### src/rtl/chimera_cluster_quiesce_if.sv
// chimera_cluster_quiesce_if
// Bundle of NumPorts independent AXI links carrying the handshake bits the
// quiesce unit gates or observes, plus an opaque per-port request/response
// payload that passes straight through.
//   master modport : drives AW/W/AR valids, W last, B/R readies, request payload
//   slave modport  : drives AW/W/AR readies, B/R valids, R last, response payload
interface chimera_cluster_quiesce_if #(
  parameter int  NumPorts = 3,
  parameter type req_t    = logic,
  parameter type resp_t   = logic
);
  logic [NumPorts-1:0] aw_valid, aw_ready;
  logic [NumPorts-1:0] w_valid, w_ready, w_last;
  logic [NumPorts-1:0] b_valid, b_ready;
  logic [NumPorts-1:0] ar_valid, ar_ready;
  logic [NumPorts-1:0] r_valid, r_ready, r_last;
  req_t                req_pld  [NumPorts];
  resp_t               resp_pld [NumPorts];

  modport master (
    output aw_valid, w_valid, w_last, b_ready, ar_valid, r_ready, req_pld,
    input  aw_ready, w_ready, b_valid, ar_ready, r_valid, r_last, resp_pld
  );

  modport slave (
    input  aw_valid, w_valid, w_last, b_ready, ar_valid, r_ready, req_pld,
    output aw_ready, w_ready, b_valid, ar_ready, r_valid, r_last, resp_pld
  );
endinterface

### src/rtl/chimera_cluster_quiesce.sv
// chimera_cluster_quiesce
// Per-cluster AXI quiesce/isolation unit. Counts outstanding write, read and
// W bursts on each link, caps them at MaxTxn, and on isolate_i stops new
// AW/AR, lets in-flight traffic drain, then reports the cluster isolated.
// All channels are combinational pass-through; only AW/AR valid/ready are gated.
//   clk_i, rst_ni : clock, asynchronous active-low reset
//   isolate_i     : level request to quiesce all links
//   isolated_o    : high while every link is drained and blocked
//   busy_o        : per link, any outstanding read, write or W burst
//   slv           : cluster-side links (this unit is the slave)
//   mst           : interconnect-side links (this unit is the master)
module chimera_cluster_quiesce #(
  parameter int  NumPorts = 3,
  parameter int  MaxTxn   = 8,
  parameter type req_t    = logic,
  parameter type resp_t   = logic
) (
  input  logic                      clk_i,
  input  logic                      rst_ni,
  input  logic                      isolate_i,
  output logic                      isolated_o,
  output logic [NumPorts-1:0]       busy_o,
  chimera_cluster_quiesce_if.slave  slv,
  chimera_cluster_quiesce_if.master mst
);

  localparam int CntW = $clog2(MaxTxn + 1);
  localparam logic [CntW-1:0] CapVal = CntW'(MaxTxn);

  typedef enum logic [1:0] {RUN, DRAIN, ISOLATED} state_e;

  state_e state_q, state_d;
  logic   admit;

  logic [CntW-1:0]     wr_cnt_q [NumPorts];
  logic [CntW-1:0]     rd_cnt_q [NumPorts];
  logic [CntW-1:0]     w_cnt_q  [NumPorts];
  logic [NumPorts-1:0] aw_lock_q, ar_lock_q;

  logic [NumPorts-1:0] aw_pass, ar_pass, aw_hs, ar_hs, aw_stall, ar_stall;
  logic [NumPorts-1:0] b_hs, r_done, w_done, busy;
  logic                all_idle;

  // Saturating up/down count; simultaneous inc and dec cancel.
  function automatic logic [CntW-1:0] cnt_next(input logic [CntW-1:0] cnt,
                                               input logic inc, input logic dec);
    if (inc && !dec && cnt != CapVal) return cnt + CntW'(1);
    if (dec && !inc && cnt != '0)     return cnt - CntW'(1);
    return cnt;
  endfunction

  // FSM state register
  always_ff @(posedge clk_i or negedge rst_ni) begin
    if (!rst_ni) state_q <= RUN;
    else         state_q <= state_d;
  end

  // FSM next state; leaving DRAIN on a dropped request wins over isolating
  always_comb begin
    state_d = state_q;
    unique case (state_q)
      RUN:      if (isolate_i) state_d = DRAIN;
      DRAIN:    if (!isolate_i) state_d = RUN;
                else if (all_idle) state_d = ISOLATED;
      ISOLATED: if (!isolate_i) state_d = RUN;
      default:  state_d = RUN;
    endcase
  end

  // FSM outputs
  always_comb begin
    isolated_o = (state_q == ISOLATED);
    admit      = (state_q == RUN);
  end

  // A locked channel already showed valid downstream, so it must stay open
  // until it handshakes even if the cap or a quiesce would otherwise block it.
  always_comb begin
    aw_pass  = '0;
    ar_pass  = '0;
    aw_hs    = '0;
    ar_hs    = '0;
    aw_stall = '0;
    ar_stall = '0;
    busy     = '0;
    all_idle = 1'b1;
    for (int p = 0; p < NumPorts; p++) begin
      aw_pass[p]  = aw_lock_q[p] |
                    (admit & (wr_cnt_q[p] < CapVal) & (w_cnt_q[p] < CapVal));
      ar_pass[p]  = ar_lock_q[p] | (admit & (rd_cnt_q[p] < CapVal));
      aw_hs[p]    = slv.aw_valid[p] & mst.aw_ready[p] & aw_pass[p];
      ar_hs[p]    = slv.ar_valid[p] & mst.ar_ready[p] & ar_pass[p];
      aw_stall[p] = slv.aw_valid[p] & ~mst.aw_ready[p] & aw_pass[p];
      ar_stall[p] = slv.ar_valid[p] & ~mst.ar_ready[p] & ar_pass[p];
      busy[p]     = (wr_cnt_q[p] | rd_cnt_q[p] | w_cnt_q[p]) != '0;
      if (busy[p] || aw_lock_q[p] || ar_lock_q[p]) all_idle = 1'b0;
    end
    b_hs   = mst.b_valid & slv.b_ready;
    r_done = mst.r_valid & slv.r_ready & mst.r_last;
    w_done = slv.w_valid & mst.w_ready & slv.w_last;
    busy_o = busy;
  end

  // Link pass-through with AW/AR gating
  always_comb begin
    mst.aw_valid = slv.aw_valid & aw_pass;
    slv.aw_ready = mst.aw_ready & aw_pass;
    mst.ar_valid = slv.ar_valid & ar_pass;
    slv.ar_ready = mst.ar_ready & ar_pass;
    mst.w_valid  = slv.w_valid;
    mst.w_last   = slv.w_last;
    slv.w_ready  = mst.w_ready;
    slv.b_valid  = mst.b_valid;
    mst.b_ready  = slv.b_ready;
    slv.r_valid  = mst.r_valid;
    slv.r_last   = mst.r_last;
    mst.r_ready  = slv.r_ready;
    for (int p = 0; p < NumPorts; p++) begin
      mst.req_pld[p]  = req_t'(slv.req_pld[p]);
      slv.resp_pld[p] = resp_t'(mst.resp_pld[p]);
    end
  end

  // Outstanding counters and valid-stability locks
  always_ff @(posedge clk_i or negedge rst_ni) begin
    if (!rst_ni) begin
      for (int p = 0; p < NumPorts; p++) begin
        wr_cnt_q[p] <= '0;
        rd_cnt_q[p] <= '0;
        w_cnt_q[p]  <= '0;
      end
      aw_lock_q <= '0;
      ar_lock_q <= '0;
    end else begin
      for (int p = 0; p < NumPorts; p++) begin
        wr_cnt_q[p] <= cnt_next(wr_cnt_q[p], aw_hs[p], b_hs[p]);
        rd_cnt_q[p] <= cnt_next(rd_cnt_q[p], ar_hs[p], r_done[p]);
        w_cnt_q[p]  <= cnt_next(w_cnt_q[p],  aw_hs[p], w_done[p]);
        if (aw_hs[p])         aw_lock_q[p] <= 1'b0;
        else if (aw_stall[p]) aw_lock_q[p] <= 1'b1;
        if (ar_hs[p])         ar_lock_q[p] <= 1'b0;
        else if (ar_stall[p]) ar_lock_q[p] <= 1'b1;
      end
    end
  end

  // A response with nothing outstanding means the counters lost track.
  for (genvar p = 0; p < NumPorts; p++) begin : g_chk
    a_b_underflow: assert property (@(posedge clk_i) disable iff (!rst_ni)
      !(b_hs[p] && !aw_hs[p] && wr_cnt_q[p] == '0));
    a_r_underflow: assert property (@(posedge clk_i) disable iff (!rst_ni)
      !(r_done[p] && !ar_hs[p] && rd_cnt_q[p] == '0));
    a_w_underflow: assert property (@(posedge clk_i) disable iff (!rst_ni)
      !(w_done[p] && !aw_hs[p] && w_cnt_q[p] == '0));
  end

endmodule

### src/flat_wrapper.sv
// flat-port wrapper written by rule: the top's interface ports become plain ports
module chimera_cluster_quiesce_flat 
#(
  parameter int  NumPorts = 3,
  parameter int  MaxTxn   = 8,
  parameter type req_t    = logic,
  parameter type resp_t   = logic
)
  (clk_i, rst_ni, isolate_i, isolated_o, busy_o, slv_aw_valid, slv_w_valid, slv_w_last, slv_b_ready, slv_ar_valid, slv_r_ready, slv_req_pld, slv_aw_ready, slv_w_ready, slv_b_valid, slv_ar_ready, slv_r_valid, slv_r_last, slv_resp_pld, mst_aw_valid, mst_w_valid, mst_w_last, mst_b_ready, mst_ar_valid, mst_r_ready, mst_req_pld, mst_aw_ready, mst_w_ready, mst_b_valid, mst_ar_ready, mst_r_valid, mst_r_last, mst_resp_pld);
  chimera_cluster_quiesce_if #(.NumPorts(NumPorts), .req_t(req_t), .resp_t(resp_t)) slv_i ();
  chimera_cluster_quiesce_if #(.NumPorts(NumPorts), .req_t(req_t), .resp_t(resp_t)) mst_i ();
  input  logic clk_i;
  input  logic rst_ni;
  input  logic isolate_i;
  output logic isolated_o;
  output logic [NumPorts-1:0] busy_o;
  input wire logic [$bits(slv_i.aw_valid)-1:0] slv_aw_valid;
  input wire logic [$bits(slv_i.w_valid)-1:0] slv_w_valid;
  input wire logic [$bits(slv_i.w_last)-1:0] slv_w_last;
  input wire logic [$bits(slv_i.b_ready)-1:0] slv_b_ready;
  input wire logic [$bits(slv_i.ar_valid)-1:0] slv_ar_valid;
  input wire logic [$bits(slv_i.r_ready)-1:0] slv_r_ready;
  input wire logic [$bits(slv_i.req_pld)-1:0] slv_req_pld;
  output wire logic [$bits(slv_i.aw_ready)-1:0] slv_aw_ready;
  output wire logic [$bits(slv_i.w_ready)-1:0] slv_w_ready;
  output wire logic [$bits(slv_i.b_valid)-1:0] slv_b_valid;
  output wire logic [$bits(slv_i.ar_ready)-1:0] slv_ar_ready;
  output wire logic [$bits(slv_i.r_valid)-1:0] slv_r_valid;
  output wire logic [$bits(slv_i.r_last)-1:0] slv_r_last;
  output wire logic [$bits(slv_i.resp_pld)-1:0] slv_resp_pld;
  output wire logic [$bits(mst_i.aw_valid)-1:0] mst_aw_valid;
  output wire logic [$bits(mst_i.w_valid)-1:0] mst_w_valid;
  output wire logic [$bits(mst_i.w_last)-1:0] mst_w_last;
  output wire logic [$bits(mst_i.b_ready)-1:0] mst_b_ready;
  output wire logic [$bits(mst_i.ar_valid)-1:0] mst_ar_valid;
  output wire logic [$bits(mst_i.r_ready)-1:0] mst_r_ready;
  output wire logic [$bits(mst_i.req_pld)-1:0] mst_req_pld;
  input wire logic [$bits(mst_i.aw_ready)-1:0] mst_aw_ready;
  input wire logic [$bits(mst_i.w_ready)-1:0] mst_w_ready;
  input wire logic [$bits(mst_i.b_valid)-1:0] mst_b_valid;
  input wire logic [$bits(mst_i.ar_ready)-1:0] mst_ar_ready;
  input wire logic [$bits(mst_i.r_valid)-1:0] mst_r_valid;
  input wire logic [$bits(mst_i.r_last)-1:0] mst_r_last;
  input wire logic [$bits(mst_i.resp_pld)-1:0] mst_resp_pld;
  assign slv_i.aw_valid = slv_aw_valid;
  assign slv_i.w_valid = slv_w_valid;
  assign slv_i.w_last = slv_w_last;
  assign slv_i.b_ready = slv_b_ready;
  assign slv_i.ar_valid = slv_ar_valid;
  assign slv_i.r_ready = slv_r_ready;
  assign slv_i.req_pld = {>>{slv_req_pld}};
  assign slv_aw_ready = slv_i.aw_ready;
  assign slv_w_ready = slv_i.w_ready;
  assign slv_b_valid = slv_i.b_valid;
  assign slv_ar_ready = slv_i.ar_ready;
  assign slv_r_valid = slv_i.r_valid;
  assign slv_r_last = slv_i.r_last;
  assign slv_resp_pld = {>>{slv_i.resp_pld}};
  assign mst_aw_valid = mst_i.aw_valid;
  assign mst_w_valid = mst_i.w_valid;
  assign mst_w_last = mst_i.w_last;
  assign mst_b_ready = mst_i.b_ready;
  assign mst_ar_valid = mst_i.ar_valid;
  assign mst_r_ready = mst_i.r_ready;
  assign mst_req_pld = {>>{mst_i.req_pld}};
  assign mst_i.aw_ready = mst_aw_ready;
  assign mst_i.w_ready = mst_w_ready;
  assign mst_i.b_valid = mst_b_valid;
  assign mst_i.ar_ready = mst_ar_ready;
  assign mst_i.r_valid = mst_r_valid;
  assign mst_i.r_last = mst_r_last;
  assign mst_i.resp_pld = {>>{mst_resp_pld}};
  chimera_cluster_quiesce #(.NumPorts(NumPorts), .MaxTxn(MaxTxn), .req_t(req_t), .resp_t(resp_t)) u_core (.clk_i(clk_i), .rst_ni(rst_ni), .isolate_i(isolate_i), .isolated_o(isolated_o), .busy_o(busy_o), .slv(slv_i), .mst(mst_i));
endmodule
### config.mk
export PLATFORM = sky130hd
export DESIGN_NAME = chimera_cluster_quiesce_flat
export DESIGN_NICKNAME = d
export VERILOG_FILES = /design/src/rtl/chimera_cluster_quiesce_if.sv /design/src/rtl/chimera_cluster_quiesce.sv /design/src/flat_wrapper.sv
export SDC_FILE = /design/constraint.sdc
export NUM_CORES = 1
export LEC_CHECK = 0
export BUFFER_PORTS_ARGS = -buffer_cell sky130_fd_sc_hd__clkbuf_2
export CAP_MARGIN = 20
export CORE_MARGIN = 3
export CORE_UTILIZATION = 59
export DETAILED_ROUTE_END_ITERATION = 16
export PLACE_DENSITY = 0.88
export SETUP_SLACK_MARGIN = 0.3
export SLEW_MARGIN = 10
export SYNTH_ARGS = -nofsm -noshare
export SYNTH_HDL_FRONTEND = slang
export SYNTH_SLANG_ARGS = --single-unit
### constraint.sdc
create_clock -name clk_i -period 3.8 [get_ports clk_i]
set_clock_uncertainty 0.15 [all_clocks]
set_input_delay 1.14 -clock clk_i [delete_from_list [all_inputs] [get_ports clk_i]]
set_output_delay 1.14 -clock clk_i [all_outputs]
set_load 0.02 [all_outputs]
# --- Word level (Yosys, flattened, before mapping) ---
# Cells that the tools add are included.
totals:
  ff_bits: 44
  inputBits: 45
  output_inout_bits: 46
  wordCells: 286
classes:
  add_sub_neg: 18
  n_lt_le_gt_ge: 9
  n_eq_ne: 14
  muxes: 83
  n_bitwise: 60
  reduce_logical: 86
ops:
  columns: ["op", "count"]
  rows:
  - ["$mux W4", 36]
  - ["$reduce_bool A4 Y1", 12]
  - ["$mux W1", 42]
  - ["$add A4 B1 Y4 const B", 9]
  - ["$logic_and A1 B1 Y1", 36]
  - ["$lt A4 B4 Y1 const B", 9]
  - ["$ne A4 B4 Y1 const B", 9]
  - ["$sub A4 B1 Y4 const B", 9]
  - ["$and A1 B1 Y1", 33]
  - ["$reduce_bool A2 Y1", 15]
  - ["$and A3 B3 Y3", 9]
  - ["$or A4 B4 Y4", 6]
  - ["$logic_not A1 Y1", 15]
  - ["$mux W2", 4]
  - ["$logic_or A1 B1 Y1", 6]
  - ["$not A1 Y1", 6]
  - ["$or A1 B1 Y1", 6]
  - ["$pmux W2 S3", 1]
  - ["$ne A2 B2 Y1 const B", 2]
  - ["$ne A3 B2 Y1 const B", 1]
  - ["$reduce_and A3 Y1", 1]
  - ["$eq A2 B1 Y1 const B", 1]
  - ["$eq A2 B2 Y1 const B", 1]
  - ["$logic_not A2 Y1", 1]

# --- Longest topological paths before layout ---
logic_depth:
  word_depth: 12
  mapped_depth: 7
  mapped_depth_nobuf: 7

# --- Worst setup path before layout ---
# No wires, ideal clock.
synth_timing:
  path_type: "in2out"
  start: "in slv_ar_valid[2]"
  end: "out mst_ar_valid[2]"
  arrival_time_ns: 1.529
  required_ns: 2.510
  setup_slack_ns: 0.981
  path_stages: 1
  path_buffers: 0
  path_cell_list: "nor2b_1"
synth_via:
  elab_chain_len: 1
synth_lines:
  columns: ["item", "line", "rtl"]
  rows:
  - ["start, declared", "flat_wrapper.sv:21", "input wire logic [$bits(slv_i.ar_valid)-1:0] slv_ar_valid;"]
  - ["$and A3 B3 Y3", "chimera_cluster_quiesce.sv:108", "mst.ar_valid = slv.ar_valid & ar_pass;"]
  - ["end, declared", "flat_wrapper.sv:35", "output wire logic [$bits(mst_i.ar_valid)-1:0] mst_ar_valid;"]
# Every way passes these cells.

# --- Final worst setup path ---
layout_timing:
  start: "reg u_core.state_q[1]"
  end: "out mst_aw_valid[2]"
layout_via:
  elab_chain_len: 5
layout_lines:
  columns: ["item", "line", "rtl"]
  rows:
  - ["start, declared", "chimera_cluster_quiesce.sv:32", "state_e state_q, state_d;"]
  - ["start signal, assigned", "chimera_cluster_quiesce.sv:55", "else state_q <= state_d;"]
  - ["$logic_not A2 Y1", "chimera_cluster_quiesce.sv:73", "admit = (state_q == RUN);"]
  - ["$and A1 B1 Y1 (2 in series)", "chimera_cluster_quiesce.sv:89", "(admit & (wr_cnt_q[p] < CapVal) & (w_cnt_q[p] < CapVal));"]
  - ["$or A1 B1 Y1", "chimera_cluster_quiesce.sv:88", "aw_pass[p] = aw_lock_q[p] |"]
  - ["$and A3 B3 Y3", "chimera_cluster_quiesce.sv:106", "mst.aw_valid = slv.aw_valid & aw_pass;"]
  - ["end, declared", "flat_wrapper.sv:31", "output wire logic [$bits(mst_i.aw_valid)-1:0] mst_aw_valid;"]
# Every way passes these cells.

==> metrics <==
Slew @ Worst Pin approximately 0.8 ns; antenna cells 0; Tmin final 3.25 ns; later-pin clock latency in the skew report 0.30 ns; port buffer count between 70 and 80; PwrDens 660 nW/um^2; outcome complete, no violations; DR iter-0 viols approximately 210; Post-synth EDFFs 0; post-CTS setup buffers 0; PostCTS Resize Cnt 0; Num CTS Buffers 5; crit path launch type flop; Crit. End Element primary output; H-tree depth 2; DR vias/cell approximately 6.5; Synth Net Count 540; CTS sink count 44; Rel. slew slack 46.3%; final hold violations 0; Max FO, Critical Path 13; Final ANT Viol Nets 0; first-pass GRT wire length 15500 um; routed vias roughly 3900; Synth cell types 63; Post-synth ARST share 100%; setup tns final 0 ns; Tcrit/Tclk final between 80% and 90%; Final Power ~0.0028 W; Core Footprint 6130 um^2; min-delay worst type reg2reg; Synth Cell Area between 3000 and 4000 um^2; Top FF cell, synth dfrtp_1; layout cells sized above 1 18.7%; die width 86.8 um; RSZ-0062 raised after global routing false; MaxCap Viol Count 0; remaining global-route overflow 0; # DRC 0; max-slew violations 0; die height 86.8 um; Clock Tree Buf Depth 2; drt pass-1 iters 5; detailed placement HPWL between 6000 and 7000 um; worst vdd ir 391 uV; LEAKAGE 1.85 nW; CP required 2.51 ns; Area Overhead vs Synth 8.24%; WL/cell 15.5 um; clock slew at reported path FFs 0.08 ns; Seq/Total Area, Yosys 28.6%; starting density of the core between 60 and 70%; Nets 580; YS warnings 0; largest net degree at the start of global routing 45; Synth Register Bits 44; RD Place Congestion between 0.8 and 0.9; final setup vio count 0; num ports 91; hold buffers post-CTS 0; Worst Setup Path Type reg2out; Row Count 28; CP arrival just under 2 ns; FMAX between 0.3 and 0.4 GHz; CTS Root Cell clkbuf_8; Mapped Cells 477; final WL 9160 um; die area 7540 um^2; GRT Util Overall 24.8%; initial antenna violation count 0; vias in the first global route 3557; syn avg cell area a little over 8 um^2; CTS tree done
## worst max-delay path, stage by stage (launching register included)
cell	delay [ns]
dfrtp_1	0.54
nor4_1	0.60
nor2_1	0.16
nor2b_1	0.18
clkbuf_2	0.19
## cells by family (layout without fill, tap and decap cells)
| logic type | Yosys count | count (layout) | share of synthesized area, % |
|---|---|---|---|
| compound gates | 149 | 149 | 26.8 |
| xor+xnor | 9 | 9 | 2.04 |
| flops | 44 | 44 | 28.6 |
| simple gates | 179 | 179 | 25.0 |
| fa+ha+maj | 18 | 18 | 5.84 |
| buf+inv | 73 | 114 | 10.4 |
| mux | 5 | 5 | 1.30 |
## synth_stat cells (10+ instances only)
library cell / number / share of area, %
nor4_1: 10 / 1.6
nor3_1: 20 / 2.6
nor2_1: 25 / 2.4
a21oi_1: 31 / 4.0
clkbuf_1: 10 / 0.97
inv_1: 27 / 2.6
nand2_1: 37 / 3.6
buf_4: 30 / 5.8
a31oi_1: 11 / 1.8
nor2b_1: 20 / 3.2
ha_1: 18 / 5.8
dfrtp_1: 44 / 29
nand3_1: 23 / 3.0
o21ai_0: 28 / 3.6
## final cells by class
cell class	count	area (um^2)
multi-input combinational	360	2350
fill	491	1960
sequential	44	1100
timing repair buffer	79	398
inverter	27	101
clock buffer	7	96.3
tap	75	93.8
clock inverter	1	30.0
## report_power, final
group | switching [W] | internal [W] | leakage (nW) | total, W
Combinational | 0.000727 | 0.000576 | 1.27 | 0.00130
Clock | 0.000167 | 0.000232 | 0.0645 | 0.000399
Sequential | 0.000384 | 0.000669 | 0.518 | 0.00105
Total | 0.00128 | 0.00148 | 1.85 | 0.00276
## cells in the final DEF (no fill, tap or decap), types with 18 or more instances in the layout
cell type,Yosys,routed
a21oi_1,31,31
clkbuf_2,0,78
dfrtp_1,44,44
ha_1,18,18
inv_1,27,27
nand2_1,37,37
nand3_1,23,23
nor2_1,25,25
nor2b_1,20,20
nor3_1,20,20
o21ai_0,28,28
## routing by layer
layer  global-route usage, %  up-vias  share of wire (%)
met5                       0        -                  0
met4                    7.08        0                1.7
met3                    4.66       17                8.2
met2                    41.1      177                 49
met1                    32.9     1821                 41
li1                        -     1844                  -
## metrics by stage
stage	hold WS (ns)	cells	setup slack, ns	instance area, um^2	util [%]
floorplan	0.347	477	0.981	3850	-
global placement	0.384	585	0.873	4050	66.0
detailed placement	0.394	585	0.818	4050	66.0
CTS	0.407	593	0.561	4170	68.1
global route	0.443	593	0.420	4170	68.1
finish	0.411	593	0.551	4170	68.1
## final timing paths
check	startpoint	end	slack [ns]	cells after the start
setup / recovery	u_core.state_q[1]	mst_aw_valid[2]	0.55	4
hold / removal	u_core.w_cnt_q[2]	u_core.w_cnt_q[2]	0.41	1
setup reg to reg	u_core.state_q[1]	u_core.wr_cnt_q[4]	1.14	5
hold reg to reg	u_core.w_cnt_q[2]	u_core.w_cnt_q[2]	0.41	1
max in group asynchronous	rst_ni	u_core.rd_cnt_q[8]	2.35	2
min in group asynchronous	rst_ni	u_core.wr_cnt_q[8]	0.75	2
## sequential cells by signal, summed over array words and instances, names as in the netlist
register / cells
u_core.w_cnt_q: 12
u_core.wr_cnt_q: 12
u_core.aw_lock_q: 3
u_core.rd_cnt_q: 12
u_core.state_q: 2
u_core.ar_lock_q: 3
Power figures use the tool's default switching activity.
